==> config.mk <==
export PLATFORM = sky130hd
export DESIGN_NAME = maxpool_24_2_16
export DESIGN_NICKNAME = d
export VERILOG_FILES = /design/src/rtl/cnn_pkg.sv /design/src/rtl/maxpool_out_fifo.sv /design/src/rtl/maxpool_24_2_16.sv
export SDC_FILE = /design/constraint.sdc
export NUM_CORES = 1
export LEC_CHECK = 0
export CAP_MARGIN = 5
export CORE_MARGIN = 2
export CORE_UTILIZATION = 50
export CTS_CLUSTER_DIAMETER = 30
export DETAILED_ROUTE_END_ITERATION = 8
export PLACE_DENSITY_LB_ADDON = 0.12
export SLEW_MARGIN = 0
export SYNTH_ARGS = -nofsm -noshare
export SYNTH_HDL_FRONTEND = slang
export SYNTH_SLANG_ARGS = --single-unit
==> constraint.sdc <==
create_clock -name clk -period 7.5 [get_ports clk]
set_clock_uncertainty 0.1 [all_clocks]
set_input_delay 1.5 -clock clk [delete_from_list [all_inputs] [get_ports clk]]
set_output_delay 1.5 -clock clk [all_outputs]
set_load 0.02 [all_outputs]
==> src/rtl/cnn_pkg.sv <==
// ---------------------------------------------------------------------------
// cnn_pkg -- definitions shared by the CNN datapath blocks.
//
// Contents:
//   CNN_WIDTH  default signed sample width used across the layers
//   cnn_xfer   valid/ready handshake: a transfer happens when both are high
// ---------------------------------------------------------------------------
package cnn_pkg;

    localparam int CNN_WIDTH = 16;

    function automatic logic cnn_xfer(input logic valid, input logic ready);
        return valid && ready;
    endfunction

endpackage

==> src/rtl/maxpool_out_fifo.sv <==
// ---------------------------------------------------------------------------
// maxpool_out_fifo -- 2-entry FIFO holding pooled results with their
// end-of-frame flag.
//
// Ports:
//   clk      clock, rising edge
//   reset    synchronous active-low reset; clears pointers, count, contents
//   push_i   write data_i (caller never pushes when count_o == 2)
//   data_i   entry to write
//   pop_i    retire head entry (caller never pops when count_o == 0)
//   data_o   head entry
//   count_o  occupancy 0..2
// ---------------------------------------------------------------------------
module maxpool_out_fifo #(
    parameter int W = 17
) (
    input  logic         clk,
    input  logic         reset,
    input  logic         push_i,
    input  logic [W-1:0] data_i,
    input  logic         pop_i,
    output logic [W-1:0] data_o,
    output logic [1:0]   count_o
);

    logic [W-1:0] mem0_q;
    logic [W-1:0] mem1_q;
    logic         wr_ptr_q, wr_ptr_d;
    logic         rd_ptr_q, rd_ptr_d;
    logic [1:0]   count_q, count_d;

    always_comb begin
        wr_ptr_d = wr_ptr_q ^ push_i;
        rd_ptr_d = rd_ptr_q ^ pop_i;
        count_d  = count_q;
        // Push and pop together leave the occupancy unchanged.
        case ({push_i, pop_i})
            2'b10:   count_d = count_q + 2'd1;
            2'b01:   count_d = count_q - 2'd1;
            default: count_d = count_q;
        endcase
    end

    always_ff @(posedge clk) begin
        if (!reset) begin
            mem0_q   <= '0;
            mem1_q   <= '0;
            wr_ptr_q <= 1'b0;
            rd_ptr_q <= 1'b0;
            count_q  <= 2'd0;
        end else begin
            wr_ptr_q <= wr_ptr_d;
            rd_ptr_q <= rd_ptr_d;
            count_q  <= count_d;
            if (push_i) begin
                if (wr_ptr_q) mem1_q <= data_i;
                else          mem0_q <= data_i;
            end
        end
    end

    assign data_o  = rd_ptr_q ? mem1_q : mem0_q;
    assign count_o = count_q;

endmodule

==> src/rtl/maxpool_24_2_16.sv <==
// ---------------------------------------------------------------------------
// maxpool_24_2_16 -- 1-D max pooling (window = stride = POOL) over frames of
// LENX signed samples, with valid/ready streaming on both sides.
//
// A running maximum is kept per window; when a window closes (POOL samples,
// or the last sample of the frame for a trailing partial window) the pooled
// value is queued in a 2-entry output FIFO together with an end-of-frame flag.
//
// Ports:
//   clk           clock, rising edge
//   reset         synchronous active-low reset
//   s_data_in_x   signed input sample        s_valid_x / s_ready_x  handshake
//   m_data_out_y  signed pooled result       m_valid_y / m_ready_y  handshake
//   m_last_y      high with the final pooled result of a frame
//
// Build option:
//   MAXPOOL_RELU_EN  when defined, negative pooled values are written as 0.
// ---------------------------------------------------------------------------
module maxpool_24_2_16
    import cnn_pkg::*;
#(
    parameter int WIDTH = CNN_WIDTH,
    parameter int LENX  = 24,
    parameter int POOL  = 2
) (
    input  logic                    clk,
    input  logic                    reset,
    input  logic signed [WIDTH-1:0] s_data_in_x,
    input  logic                    s_valid_x,
    output logic                    s_ready_x,
    output logic signed [WIDTH-1:0] m_data_out_y,
    output logic                    m_valid_y,
    input  logic                    m_ready_y,
    output logic                    m_last_y
);

    // Counters are at least one bit wide so POOL == 1 / LENX == 1 still build.
    localparam int WIN_W = (POOL > 1) ? $clog2(POOL) : 1;
    localparam int FRM_W = (LENX > 1) ? $clog2(LENX) : 1;
    localparam logic [WIN_W-1:0] WIN_LAST = WIN_W'(POOL - 1);
    localparam logic [FRM_W-1:0] FRM_LAST = FRM_W'(LENX - 1);

    function automatic logic signed [WIDTH-1:0] smax(
        input logic signed [WIDTH-1:0] a,
        input logic signed [WIDTH-1:0] b
    );
        return (a > b) ? a : b;
    endfunction

`ifdef MAXPOOL_RELU_EN
    function automatic logic signed [WIDTH-1:0] relu(input logic signed [WIDTH-1:0] a);
        return (a < 0) ? '0 : a;
    endfunction
`endif

    logic [WIN_W-1:0]        win_q, win_d;
    logic [FRM_W-1:0]        frm_q, frm_d;
    logic signed [WIDTH-1:0] max_q, max_d;
    logic                    in_xfer;
    logic                    out_xfer;
    logic                    frm_end;
    logic                    win_close;
    logic signed [WIDTH-1:0] pooled;
    logic signed [WIDTH-1:0] wr_val;
    logic [1:0]              fifo_count;
    logic [WIDTH:0]          fifo_din;
    logic [WIDTH:0]          fifo_dout;

    assign s_ready_x = reset && (fifo_count < 2'd2);
    assign in_xfer   = cnn_xfer(s_valid_x, s_ready_x);
    assign frm_end   = (frm_q == FRM_LAST);
    assign win_close = (win_q == WIN_LAST) || frm_end;

    // The first sample of a window replaces whatever the register held.
    assign pooled = (win_q == '0) ? s_data_in_x : smax(max_q, s_data_in_x);

`ifdef MAXPOOL_RELU_EN
    assign wr_val = relu(pooled);
`else
    assign wr_val = pooled;
`endif

    always_comb begin
        win_d = win_q;
        frm_d = frm_q;
        max_d = max_q;
        if (in_xfer) begin
            max_d = pooled;
            win_d = win_close ? '0 : win_q + WIN_W'(1);
            frm_d = frm_end   ? '0 : frm_q + FRM_W'(1);
        end
    end

    always_ff @(posedge clk) begin
        if (!reset) begin
            win_q <= '0;
            frm_q <= '0;
            max_q <= '0;
        end else begin
            win_q <= win_d;
            frm_q <= frm_d;
            max_q <= max_d;
        end
    end

    assign fifo_din = {frm_end, wr_val};
    assign out_xfer = cnn_xfer(m_valid_y, m_ready_y);

    maxpool_out_fifo #(
        .W (WIDTH + 1)
    ) u_fifo (
        .clk     (clk),
        .reset   (reset),
        .push_i  (in_xfer && win_close),
        .data_i  (fifo_din),
        .pop_i   (out_xfer),
        .data_o  (fifo_dout),
        .count_o (fifo_count)
    );

    assign m_valid_y    = (fifo_count != 2'd0);
    assign m_data_out_y = fifo_dout[WIDTH-1:0];
    assign m_last_y     = fifo_dout[WIDTH];

endmodule
==> flow_summary_export.csv <==
group,metric,value,unit
sta,setup_viol,0,
global_routing,grt_max_degree,45,
floorplan,die_area,0.007152,mm^2
yosys,synth_edf_count,0,
final_layout,regArea,0.001201,mm^2
final_layout,fin_cells,434,
yosys,synth.yosys.warnings,0,
place,place_inst,419,
worst_hold_path,min_to,"frm_q[1]",
setup_path,rr_worst_depth,8,
final_layout,n_antenna_cell,0,
clock_network,cts_inserted_buffers,9,
floorplan,die_h,84.57,um
setup_path,critPathMaxStageDelay,0.82,ns
sta,post-route-min-period,4.420,ns
yosys,yosysTopAreaCell,"dfxtp_1",
routing,vias_per_cell,5.751,
global_routing,overflow,0,
place,pre_cts_ws,2.673,ns
global_routing,grt_pass1_vias,2352,
final_layout,fin_util,0.6003,
sta,setup_ws,3.080,ns
sta,slew_headroom,0.3531,
sta,rsz0062_at_grt,"false",
clock_network,ctsResizeCount,0,
global_routing,grt_pass1_wl,11.57,mm
setup_path,path_cells,"clkdlybuf4s50_1 -> inv_1 -> ha_1 -> nand4_1 -> or2_1 -> a211oi_1 -> or4_1 -> o211a_1 -> mux2i_1",
yosys,synthTopCellsByArea,"dfxtp_1 (37%), o221a_1 (9.0%), ha_1 (7.7%)",
setup_path,worstSetupPathType,"in2reg",
floorplan,rows,29,
final_layout,fin_area,0.003790,mm^2
yosys,syn-num-nets,365,
routing,wl_per_cell,15.54,um
routing,drt_iter0_drc,121,
sta,hold_ws,0.3970,ns
routing,final_antenna_net_count,0,
setup_path,cp_data_required_time,7.66,ns
setup_path,path_max_fanout,16,
global_routing,antenna_found_initial,0,
routing,remaining_drc_errors,0,
setup_path,cp_data_arrival_time,4.58,ns
clock_network,cts_tree,"done",
routing,num_vias,2496,
setup_path,start_kind,"input pin",
routing,wl,6.744,mm
clock_network,clk_root_buffer_cell,"clkbuf_8",
sta,hold_viol,0,
clock_network,clkTransAtPathRegs,0.07,ns
yosys,synth-seq-cells,60,
floorplan,start_util,0.5141,
yosys,syn-cell-area,0.003246,mm^2
place,gp_congestion,0.6997,
setup_path,r2r_start,"frm_q[0]",
sta,post-route-period-util,0.5893,
final_layout,layout.nets,393,
clock_network,holdBufCountCts,0,
floorplan,die-width,84.57,um
worst_hold_path,hold_class,"reg2reg",
yosys,yosysTopAreaCellShare,0.3701,
place,placed_area,0.003600,mm^2
routing,drtPass1Iterations,4,
worst_hold_path,worstHoldStart,"frm_q[1]",
global_routing,grt_use_total,0.2006,
power_and_ir_drop,powerDensity,195.6,mW/mm^2
setup_path,r2r_setup_slack,4.02,ns
run_status,outcome,"finished, final reports clean",
run,maxCapViolations,0,
sta,max_freq,0.2262,GHz
yosys,ys_types,41,
final_layout,multi_input_area,0.001848,mm^2
clock_network,postCtsSetupRepairBufs,0,
setup_path,r2r_end,"u_fifo.mem0_q[1]",
setup_path,path_buf_inv,2,
place,place_hpwl,4.444,mm
sta,worst-slew-pin-transition,0.9691,ns
power_and_ir_drop,ir_drop,0.0001132,V
floorplan,io_pins,39,
worst_hold_path,whs_path_depth,2,
final_layout,fill_cells,560,
yosys,synth_ff_type,"dfxtp_1",
clock_network,cts_buffer_depth,2,
yosys,syn_area_per_cell,9.987,um^2
place,numPortBuffers,38,
clock_network,cts_sinks,60,
setup_path,cp-end-kind,"flip-flop",
sta,tns,0,ns
setup_path,cp_slowest_cell,"o211a_1",
final_layout,layout-drive-gt1-share,0.1373,
yosys,async_reset_ff_frac,0,
final_layout,syn2layout_area_growth,16.77,%
clock_network,htree_levels,3,
yosys,ys_seq_area_frac,0.3701,
floorplan,core_area,0.006314,mm^2
power_and_ir_drop,p_leak,1.544,nW
yosys,synth_cells,325,
setup_path,critPathTopFamily,"compound AO/OA/AOI/OAI gates",
sta,drv_slew,0,
clock_network,clkLatencyLatePin,0.34,ns
power_and_ir_drop,power,741.4,uW
Yosys cell counts (3+ instances only):
cell	instances
xnor2_1	4
nand3_1	3
ha_1	20
o221a_1	26
mux2_2	17
o21ai_0	4
a21boi_0	3
nand4_1	5
a21oi_1	7
dfxtp_1	60
inv_1	19
buf_6	3
o221a_2	6
o21a_1	32
and2_1	4
mux2i_1	18
a21o_1	3
nor2b_1	8
nand2_1	40
clkbuf_1	13
tightest hold or removal path, stage by stage, from the launching register on:
cell and delay [ns]:
dfxtp_1 0.32, nand2_1 0.05, a21boi_0 0.07
layer usage:
layer,GRT usage,up-vias,part of all wire
li1,-,1250,-
met1,0.2785,1179,0.50
met2,0.2963,55,0.44
met3,0.03736,12,0.042
met4,0.1039,0,0.019
met5,0,-,0
cells by family (layout without fill, tap and decap cells):
kind of cell,after synthesis,after routing,share of synthesized area
buf+inv,41,73,0.06052
mux,37,37,0.1237
simple gates,73,73,0.1099
flops,60,60,0.3701
fa+ha+maj,20,20,0.07710
compound gates,90,90,0.2479
xor+xnor,4,4,0.01079
sequential cells by signal, summed over array words and instances, names as in the netlist:
register / cells
u_fifo.mem1_q: 17
frm_q: 5
u_fifo.rd_ptr_q: 1
u_fifo.mem0_q: 17
max_q: 16
u_fifo.wr_ptr_q: 1
u_fifo.count_o: 2
win_q: 1
layout by cell type (no fill, tap or decap), drive strengths merged, types with 4 or more instances in the layout:
cell type / Yosys / final
a21oi: 7 / 7
and2: 4 / 4
clkbuf: 13 / 10
clkdlybuf4s50: 0 / 37
dfxtp: 60 / 60
ha: 20 / 20
inv: 19 / 19
mux2: 19 / 19
mux2i: 18 / 18
nand2: 40 / 40
nand4: 5 / 5
nor2b: 9 / 9
o211ai: 4 / 4
o21a: 32 / 32
o21ai: 4 / 4
o221a: 32 / 32
xnor2: 4 / 4
worst max-delay path by stage:
stage                   endpoint  depth (start not counted)  slack [ns]            start
3_5_place_dp            max_q[0]                          9        2.67  s_data_in_x[15]
6_report                max_q[0]                          9        3.08  s_data_in_x[13]
3_3_place_gp            max_q[3]                          9        2.71  s_data_in_x[15]
4_1_cts                 max_q[0]                          9        3.03  s_data_in_x[15]
5_1_grt                max_q[10]                          9        2.85  s_data_in_x[15]
2_1_floorplan  u_fifo.mem1_q[10]                         11        3.59            reset
report_power, final:
group          switching [mW]  leakage [nW]  internal (mW)
combinational          0.0514         0.957         0.0533
sequential             0.0162         0.488          0.332
clock                   0.129        0.0979          0.159
cell type report:
type / instances / share of cell area
Sequential cell: 60 / 0.3169
Clock buffer: 10 / 0.03632
Multi-Input combinational cell: 224 / 0.4876
Tap cell: 77 / 0.02542
Clock inverter: 5 / 0.01387
Inverter: 19 / 0.01882
Timing Repair Buffer: 39 / 0.1010
(Power assumes the default switching activity.)
